<file path="src/rtl/qif_pkg.sv">
// rtl/qif_pkg.sv - shared QIF types, default widths and saturation helpers
package qif_pkg;

    typedef enum logic [1:0] {
        IDLE,
        DECAY,
        ACCUM,
        OUTPUT
    } syn_state_t;

    localparam int QIF_W     = 8;
    localparam int QIF_ACC_W = 12;

    // Clamp an integer into the signed range of a bits-wide two's complement value.
    function automatic int clamp_int(input int value, input int bits);
        int lo;
        int hi;
        lo = -(1 << (bits - 1));
        hi = (1 << (bits - 1)) - 1;
        if (value < lo) return lo;
        if (value > hi) return hi;
        return value;
    endfunction

endpackage

</file>
<file path="src/rtl/qif_synapse_if.sv">
// rtl/qif_synapse_if.sv - spike, weight-write and synaptic-current bundle of qif_synapse
interface qif_synapse_if #(
    parameter int N_IN = 4,
    parameter int W    = 8
);
    localparam int AW = $clog2(N_IN);

    logic                tick;
    logic [N_IN-1:0]     spike_in;
    logic                w_we;
    logic [AW-1:0]       w_addr;
    logic signed [W-1:0] w_data;
    logic signed [W-1:0] I_syn;
    logic                syn_valid;
    logic                busy;
    logic                tick_overrun;

    modport master (
        output tick, spike_in, w_we, w_addr, w_data,
        input  I_syn, syn_valid, busy, tick_overrun
    );

    modport slave (
        input  tick, spike_in, w_we, w_addr, w_data,
        output I_syn, syn_valid, busy, tick_overrun
    );

endinterface

</file>
<file path="src/rtl/qif_sat_add.sv">
// rtl/qif_sat_add.sv - signed saturating add of an ACC_W accumulator and a sign-extended W operand
module qif_sat_add import qif_pkg::*; #(
    parameter int ACC_W = QIF_ACC_W,
    parameter int W     = QIF_W
) (
    input  logic signed [ACC_W-1:0] a,
    input  logic signed [W-1:0]     b,
    output logic signed [ACC_W-1:0] sum
);

    logic signed [ACC_W:0] wide;

    always_comb begin
        wide = {a[ACC_W-1], a} + {{(ACC_W + 1 - W){b[W-1]}}, b};
        // Top two bits disagreeing means the true sum left the ACC_W range.
        if (wide[ACC_W] != wide[ACC_W-1])
            sum = wide[ACC_W] ? {1'b1, {(ACC_W-1){1'b0}}} : {1'b0, {(ACC_W-1){1'b1}}};
        else
            sum = wide[ACC_W-1:0];
    end

endmodule

</file>
<file path="src/rtl/qif_synapse.sv">
// rtl/qif_synapse.sv - per-tick exponential-decay synapse producing saturated I_syn
// Optional macro QIF_SYN_LEAK_FLOOR_EN: small positive residue leaks by one per step.
module qif_synapse import qif_pkg::*; #(
    parameter int N_IN        = 4,
    parameter int W           = QIF_W,
    parameter int ACC_W       = QIF_ACC_W,
    parameter int DECAY_SHIFT = 3
) (
    input  logic          clk,
    input  logic          rst_n,
    qif_synapse_if.slave  bus
);

    localparam int IDX_W = $clog2(N_IN);
    localparam logic [IDX_W-1:0] LAST_IDX = IDX_W'(N_IN - 1);

    syn_state_t              state;
    syn_state_t              next_state;
    logic [N_IN-1:0]         spk_lat;
    logic [IDX_W-1:0]        idx;
    logic signed [W-1:0]     weights [N_IN];
    logic signed [ACC_W-1:0] acc;
    logic signed [ACC_W-1:0] acc_decay;
    logic signed [ACC_W-1:0] acc_sum;
    logic signed [W-1:0]     add_operand;
    logic                    accept;
    logic                    last_idx;

`ifdef QIF_SYN_LEAK_FLOOR_EN
    localparam logic signed [ACC_W-1:0] ZERO_ACC   = '0;
    localparam logic signed [ACC_W-1:0] ONE_ACC    = ACC_W'(1);
    localparam logic signed [ACC_W-1:0] LEAK_LIMIT = ACC_W'(1 << DECAY_SHIFT);
`endif

    always_ff @(posedge clk or posedge rst_n) begin
        if (rst_n)
            state <= IDLE;
        else
            state <= next_state;
    end

    always_comb begin
        next_state = state;
        accept     = 1'b0;
        last_idx   = (idx == LAST_IDX);
        case (state)
            IDLE: begin
                if (bus.tick) begin
                    accept     = 1'b1;
                    next_state = DECAY;
                end
            end
            DECAY:   next_state = ACCUM;
            ACCUM:   if (last_idx) next_state = OUTPUT;
            OUTPUT:  next_state = IDLE;
            default: next_state = IDLE;
        endcase
    end

    always_comb begin
        acc_decay = acc - (acc >>> DECAY_SHIFT);
`ifdef QIF_SYN_LEAK_FLOOR_EN
        if (acc > ZERO_ACC && acc < LEAK_LIMIT)
            acc_decay = acc - ONE_ACC;
`endif
        add_operand = spk_lat[idx] ? weights[idx] : '0;
    end

    qif_sat_add #(
        .ACC_W (ACC_W),
        .W     (W)
    ) u_sat_add (
        .a   (acc),
        .b   (add_operand),
        .sum (acc_sum)
    );

    // I_syn is loaded on the last accumulate so it is already valid during OUTPUT.
    always_ff @(posedge clk or posedge rst_n) begin
        if (rst_n) begin
            acc              <= '0;
            idx              <= '0;
            spk_lat          <= '0;
            bus.I_syn        <= '0;
            bus.tick_overrun <= 1'b0;
        end else begin
            if (state != IDLE && bus.tick)
                bus.tick_overrun <= 1'b1;
            case (state)
                IDLE: begin
                    if (accept) begin
                        spk_lat <= bus.spike_in;
                        idx     <= '0;
                    end
                end
                DECAY: acc <= acc_decay;
                ACCUM: begin
                    acc <= acc_sum;
                    idx <= idx + IDX_W'(1);
                    if (last_idx)
                        bus.I_syn <= W'(clamp_int(int'(acc_sum), W));
                end
                default: ;
            endcase
        end
    end

    always_ff @(posedge clk or posedge rst_n) begin
        if (rst_n) begin
            for (int i = 0; i < N_IN; i++)
                weights[i] <= '0;
        end else if (bus.w_we) begin
            weights[bus.w_addr] <= bus.w_data;
        end
    end

    assign bus.syn_valid = (state == OUTPUT);
    assign bus.busy      = (state != IDLE);

endmodule

</file>
<file path="src/flat_wrapper.sv">
// flat-port wrapper written by rule: the top's interface ports become plain ports
module qif_synapse_flat import qif_pkg::*;
#(
    parameter int N_IN        = 4,
    parameter int W           = QIF_W,
    parameter int ACC_W       = QIF_ACC_W,
    parameter int DECAY_SHIFT = 3
)
  (clk, rst_n, bus_tick, bus_spike_in, bus_w_we, bus_w_addr, bus_w_data, bus_I_syn, bus_syn_valid, bus_busy, bus_tick_overrun);
  qif_synapse_if #(.N_IN(N_IN), .W(W)) bus_i ();
  input  logic clk;
  input  logic rst_n;
  input wire logic [$bits(bus_i.tick)-1:0] bus_tick;
  input wire logic [$bits(bus_i.spike_in)-1:0] bus_spike_in;
  input wire logic [$bits(bus_i.w_we)-1:0] bus_w_we;
  input wire logic [$bits(bus_i.w_addr)-1:0] bus_w_addr;
  input wire logic [$bits(bus_i.w_data)-1:0] bus_w_data;
  output wire logic [$bits(bus_i.I_syn)-1:0] bus_I_syn;
  output wire logic [$bits(bus_i.syn_valid)-1:0] bus_syn_valid;
  output wire logic [$bits(bus_i.busy)-1:0] bus_busy;
  output wire logic [$bits(bus_i.tick_overrun)-1:0] bus_tick_overrun;
  assign bus_i.tick = bus_tick;
  assign bus_i.spike_in = bus_spike_in;
  assign bus_i.w_we = bus_w_we;
  assign bus_i.w_addr = bus_w_addr;
  assign bus_i.w_data = bus_w_data;
  assign bus_I_syn = bus_i.I_syn;
  assign bus_syn_valid = bus_i.syn_valid;
  assign bus_busy = bus_i.busy;
  assign bus_tick_overrun = bus_i.tick_overrun;
  qif_synapse #(.N_IN(N_IN), .W(W), .ACC_W(ACC_W), .DECAY_SHIFT(DECAY_SHIFT)) u_core (.clk(clk), .rst_n(rst_n), .bus(bus_i));
endmodule
</file>
<file path="config.mk">
export PLATFORM = sky130hd
export DESIGN_NAME = qif_synapse_flat
export DESIGN_NICKNAME = d
export VERILOG_FILES = /design/src/rtl/qif_pkg.sv /design/src/rtl/qif_synapse_if.sv /design/src/rtl/qif_sat_add.sv /design/src/rtl/qif_synapse.sv /design/src/flat_wrapper.sv
export SDC_FILE = /design/constraint.sdc
export NUM_CORES = 1
export LEC_CHECK = 0
export CORE_UTILIZATION = 61
export DETAILED_ROUTE_END_ITERATION = 6
export PLACE_DENSITY = 0.8
export SLEW_MARGIN = 20
export SYNTH_ARGS = -nofsm -noshare
export SYNTH_HDL_FRONTEND = slang
export SYNTH_SLANG_ARGS = --single-unit
</file>
<file path="constraint.sdc">
create_clock -name clk -period 9.6 [get_ports clk]
set_clock_uncertainty 0.2 [all_clocks]
set_input_delay 1.44 -clock clk [delete_from_list [all_inputs] [get_ports clk]]
set_output_delay 1.44 -clock clk [all_outputs]
set_load 0.005 [all_outputs]
</file>
Yosys cells after proc, flatten, opt, wreduce, memory -nomap -nowiden --
Index checks and enable logic that the tools add are counted.
Operators by class: $add $sub $neg 3, $lt $le $gt $ge 6, equality and inequality tests 8, mux-type cells 30, bitwise logic cells 2, reduce and logical (&&, ||, !) cells 10
Operators by type and width (count):
- $mux W8 | 8
- $bwmux W32 | 1
- $mux W12 | 2
- $pmux W12 S2 | 1
- $bmux W8 S2 | 1
- $demux W8 S2 | 1
- $add A12 B8 Y13 | 1
- $gt A12 B8 Y1 const B | 1
- $lt A12 B8 Y1 const B | 1
- $sub A12 B9 Y12 | 1
- $mux W1 | 10
- $pmux W2 S4 | 1
- $reduce_and A2 Y1 | 4
- $eq A2 B2 Y1 const B | 3
- $ge A3 B3 Y1 const B | 2
- $mux W2 | 3
- $not A2 Y3 | 2
- $reduce_bool A2 Y1 | 3
- $ne A2 B1 Y1 const B | 2
- $pmux W2 S2 | 1
- $lt A2 B3 Y1 const B | 1
- $lt A3 B1 Y1 const B | 1
- $add A2 B1 Y2 const B | 1
- $bmux W1 S2 | 1
- 5 further kinds | 6
Word-level totals: register bits 61, input bits 18, output and inout bits 11, word-level logic and storage cells 69

Logic depth before layout (Yosys ltp) --
depth in word-level cells 17, mapped depth 21, gate-level depth less buffers 19

Cells and area by module --
From an unflattened synthesis, not the netlist that was laid out.
Unflattened totals: cell total of the unflattened synthesis 378, area, all modules 3972.6 sq um
Modules (own cells, without submodules):
- qif_synapse | times used 1, cells each 281, area an instance 3244.4 sq um, sequential area each 1526.5 sq um
- qif_sat_add | times used 1, cells each 97, area an instance 728.2 sq um, sequential area each 0.0 sq um

Worst setup path after synthesis --
No wires, ideal clock.
path type flip-flop to flip-flop, from register u_core.idx[1], to register u_core.bus.I_syn[1], setup time 0.146 ns, arrival 4.159 ns, required time 9.254 ns, slack 5.094 ns, cell stages (with the launch flop) 19, path buffers 1, clock period less this slack 4.506 ns, cell sequence dfrtp_1 -> clkbuf_1 -> mux2i_1 -> nand2_1 -> o21ai_1 -> nor2b_1 -> ha_1 -> a211oi_1 -> o211ai_1 -> a41oi_2 -> o21bai_1 -> a21oi_1 -> xnor2_1 -> ha_1 -> nand2_1 -> mux2i_1 -> a221o_1 -> o31ai_4 -> a311oi_1
Between the ends: longest elaborated chain between the ends 15, elaborated cells between the ends (all ways) 25, classes of those cells add/sub (1); order compare (2); eq/ne (2); mux (18); bitwise (1); reduce/logical (1)
RTL lines:
- from (decl) | RTL line qif_synapse.sv:20 | logic [IDX_W-1:0] idx;
- from (signal assigned) | RTL line qif_synapse.sv:99 | idx <= idx + IDX_W'(1);
- $not A2 Y3 (not written as such) | RTL line qif_synapse.sv:66 | add_operand = spk_lat[idx] ? weights[idx] : '0;
- $bmux W8 S2 | RTL line qif_synapse.sv:66
- $mux W8 (not written as such) (2 in series) | RTL line qif_synapse.sv:66
- $mux W8 | RTL line qif_synapse.sv:66
- $add A12 B8 Y13 | RTL line qif_sat_add.sv:14 | wide = {a[ACC_W-1], a} + {{(ACC_W + 1 - W){b[W-1]}}, b};
- $mux W12 or $ne A1 B1 Y1 (tied branches) | RTL line qif_sat_add.sv:17, qif_sat_add.sv:16
- $mux W12 | RTL line qif_sat_add.sv:16 | if (wide[ACC_W] != wide[ACC_W-1])
- $gt A12 B8 Y1 | RTL line qif_pkg.sv:21 | if (value > hi) return hi;
- $mux W1 (2 in series) | RTL line qif_pkg.sv:21
- $mux W1 | RTL line qif_synapse.sv:100 | if (last_idx)
- $mux W1 | RTL line qif_synapse.sv:89 | case (state)
- $mux W8 | RTL line qif_pkg.sv:22 | return value;
- $mux W8 | RTL line qif_pkg.sv:21
- to (signal assigned) | RTL line qif_synapse.sv:101 | bus.I_syn <= W'(clamp_int(int'(acc_sum), W));
- to (decl) | RTL line qif_synapse_if.sv:25 | output I_syn, syn_valid, busy, tick_overrun
Parallel ways exist; a longest one is shown, timed or not. The select of a mux whose other input is x is not followed. A chain may end at the register's enable or synchronous reset.

Worst setup path in the final report --
from register u_core.idx[1], to register u_core.bus.I_syn[0]
Same word-level chain as after synthesis.

==> impl_metrics.py <==
metrics = {
    "die": {
        "io_pins": 29,
        "row_count": 28,
        "die_area_sq_mm": 0.00670,
        "core_sq_mm": 0.00603,
        "chipWidth_um": 81.9,
        "start_util": 0.646,
        "dieHeight_um": 81.9,
    },
    "clock_network": {
        "clockBufferDepth": 2,
        "htreeDepth": 3,
        "clock-sinks": 61,
        "cts_setup_buffers": 0,
        "cts_hold_buffers": 0,
        "clkLatencyLatePin_ns": 0.35,
        "cts_tree": "built",
        "cts_inserted_buffers": 9,
        "cts-root-buf": "clkbuf_8",
        "cts_resized": 0,
        "path_clk_slew_ns": 0.07,
    },
    "route": {
        "drtIter0Drc": 197,
        "wirelength_um": 8460,
        "routedWlPerCell_um": 17.9,
        "vias": 2870,
        "viasPerCell": 6.08,
        "first_pass_iters": 4,
        "drc": 0,
        "drtAntennaViolNets": 0,
    },
    "worst_setup_path": {
        "crit_chain": "mux2_2 > o21ai_1 > nor2b_1 > ha_1 > a211oi_1 > o211ai_1 > a41oi_2 > o21bai_1 > a21oi_1 > xnor2_1 > ha_1 > nand2_1 > a21oi_1 > nand2_1 > o21ai_1 > o31ai_4 > a311oi_1",
        "cp_max_fo": 16,
        "critPathSlowestCell": "dfrtp_1",
        "r2r-end": "u_core.bus.I_syn[0]$_DFFE_PP0P_",
        "rr_worst_depth": 17,
        "worst_ep_arrival_time_ns": 5.53,
        "end_kind": "flip-flop",
        "cpPeakStageDelay_ns": 0.72,
        "rrSetupSlack_ns": 4.12,
        "crit_type": "reg -> reg",
        "reg2reg_from": "u_core.idx[1]$_DFFE_PP0P_",
        "critPathRequiredTime_ns": 9.65,
        "start_kind": "flip-flop",
    },
    "synth": {
        "avgSynthCellArea_sq_um": 10.8,
        "synthArstFlopShare": 1.00,
        "ys_types": 50,
        "syn_nets": 409,
        "yosys_warnings": 0,
        "syn_area_sq_mm": 0.00389,
        "synth-seq-cells": 61,
        "seq_area_frac_synth": 0.392,
        "syn_inst": 360,
        "synth_edf_count": 0,
        "ys.flop_type": "dfrtp_1",
    },
    "global_route": {
        "track_usage": 0.283,
        "grt.overflow.total": 0,
        "grt_pass1_vias": 2905,
        "grt_max_degree": 62,
        "antenna_found_initial": 0,
        "grt_first_pass_wirelength_um": 13700,
    },
    "sta": {
        "hold_violations": 0,
        "tightest_slew_ns": 0.788,
        "rsz0062_at_grt": "false",
        "finalSetupViolCount": 0,
        "period_share": 0.571,
        "fmax_ghz": 0.183,
        "maxSlewHeadroom": 0.473,
        "fin_setup_tns_ns": 0,
        "setup_slack_ns": 4.12,
        "finalCriticalPeriod_ns": 5.48,
        "drv_slew": 0,
    },
    "place": {
        "gp_congestion": 0.859,
        "dp_hpwl_um": 6160,
        "io_buffers": 28,
        "place_ws_ns": 4.14,
    },
    "run_status": {
        "outcome": "finished, final reports clean",
    },
    "job": {
        "cap_violations": 0,
    },
    "cells_and_area": {
        "diodes": 0,
        "syn_to_final_growth_pct": 15.3,
        "nets": 441,
        "drive_gt1_frac": 0.181,
    },
    "worst_hold_path": {
        "hp-class": "reg -> reg",
        "whs_endpoint": "u_core.bus.tick_overrun$_DFFE_PP0P_",
        "holdPathStages": 1,
        "hold_path.startpoint": "u_core.bus.tick_overrun$_DFFE_PP0P_",
    },
}
worst max path at each step:
stage / from / to / slack, ns / cells after the start
6_report: u_core.idx[1]$_DFFE_PP0P_ / u_core.bus.I_syn[0]$_DFFE_PP0P_ / 4.12 / 17
5_1_grt: u_core.idx[1]$_DFFE_PP0P_ / u_core.bus.I_syn[0]$_DFFE_PP0P_ / 3.63 / 17
4_1_cts: u_core.idx[1]$_DFFE_PP0P_ / u_core.bus.I_syn[0]$_DFFE_PP0P_ / 4.12 / 17
3_3_place_gp: u_core.idx[1]$_DFFE_PP0P_ / u_core.bus.I_syn[1]$_DFFE_PP0P_ / 4.39 / 17
3_5_place_dp: u_core.idx[1]$_DFFE_PP0P_ / u_core.bus.I_syn[0]$_DFFE_PP0P_ / 4.14 / 17
2_1_floorplan: u_core.idx[1]$_DFFE_PP0P_ / u_core.bus.I_syn[1]$_DFFE_PP0P_ / 5.09 / 18
metal layers:
metal,global-route usage,up-vias,wire length [um]
met5,0,-,0
met4,0.168,0,318
met3,0.0578,24,212
met2,0.479,55,4220
met1,0.332,1398,3710
li1,-,1393,-
synth_stat cells (all sizes together) (8+ instances only):
| library cell | n | area, sq um |
|---|---|---|
| a21o | 8 | 60.1 |
| a21oi | 19 | 98.9 |
| a31oi | 8 | 50.1 |
| clkbuf | 9 | 33.8 |
| dfrtp | 61 | 1530 |
| ha | 29 | 363 |
| inv | 20 | 75.1 |
| mux2 | 38 | 428 |
| mux4 | 8 | 180 |
| nand2 | 17 | 63.8 |
| nand2b | 9 | 56.3 |
| nor2 | 22 | 82.6 |
| nor2b | 10 | 62.6 |
| o21a | 8 | 60.1 |
| o21ai | 21 | 120 |
| xnor2 | 10 | 87.6 |
| xor2 | 8 | 70.1 |
layout make-up:
| cell class | instances | area, sq um |
|---|---|---|
| flip-flops and latches | 61 | 1530 |
| repair buffers | 30 | 295 |
| fillers | 430 | 1540 |
| clock buffers | 10 | 128 |
| inverters | 20 | 75.1 |
| clock inverters | 6 | 111 |
| well taps | 75 | 93.8 |
| multi-input cells | 270 | 2260 |
critical path, delay by kind of cell, from the launching register on:
kind | cells | cell delay, ns
compound gates | 10 | 2.45
fa+ha+maj | 2 | 0.86
flops | 1 | 0.72
simple gates | 3 | 0.64
mux | 1 | 0.40
xor+xnor | 1 | 0.10
registers in the layout, indices dropped and copies added, names as in the netlist:
register and count:
u_core.spk_lat 4, u_core.acc 12, u_core.bus.tick_overrun 1, u_core.state 2
u_core.weights 32, u_core.bus.I_syn 8, u_core.idx 2
cell usage in the layout, fill, tap and decap left out, drive strengths merged, types with 9 or more instances in the layout:
| cell type | n |
|---|---|
| a21oi | 19 |
| clkbuf | 10 |
| clkdlybuf4s50 | 28 |
| dfrtp | 61 |
| ha | 29 |
| inv | 20 |
| mux2 | 38 |
| nand2 | 17 |
| nand2b | 9 |
| nor2 | 22 |
| nor2b | 10 |
| o21ai | 21 |
| xnor2 | 10 |
logic make-up (layout without fill, tap and decap cells):
family,after synthesis,after routing,share of synthesized area
compound gates,93,93,0.169
simple gates,78,78,0.0997
flops,61,61,0.392
mux,50,50,0.167
fa+ha+maj,31,31,0.104
buf+inv,29,66,0.0280
xor+xnor,18,18,0.0405
stage by stage:
stage          instance area [sq um]  hold slack (ns)  utilization  instances
2_1_floorplan                   3890            0.251            -        360
3_3_place_gp                    4250            0.236        0.705        456
3_5_place_dp                    4250            0.244        0.705        456
4_1_cts                         4490            0.261        0.744        472
5_1_grt                         4490            0.287        0.744        472
6_report                        4490            0.257        0.744        472
Power is left out: the tool's default activity adds up to more than one toggle a clock period on the data nets, which glitch-free logic cannot reach.
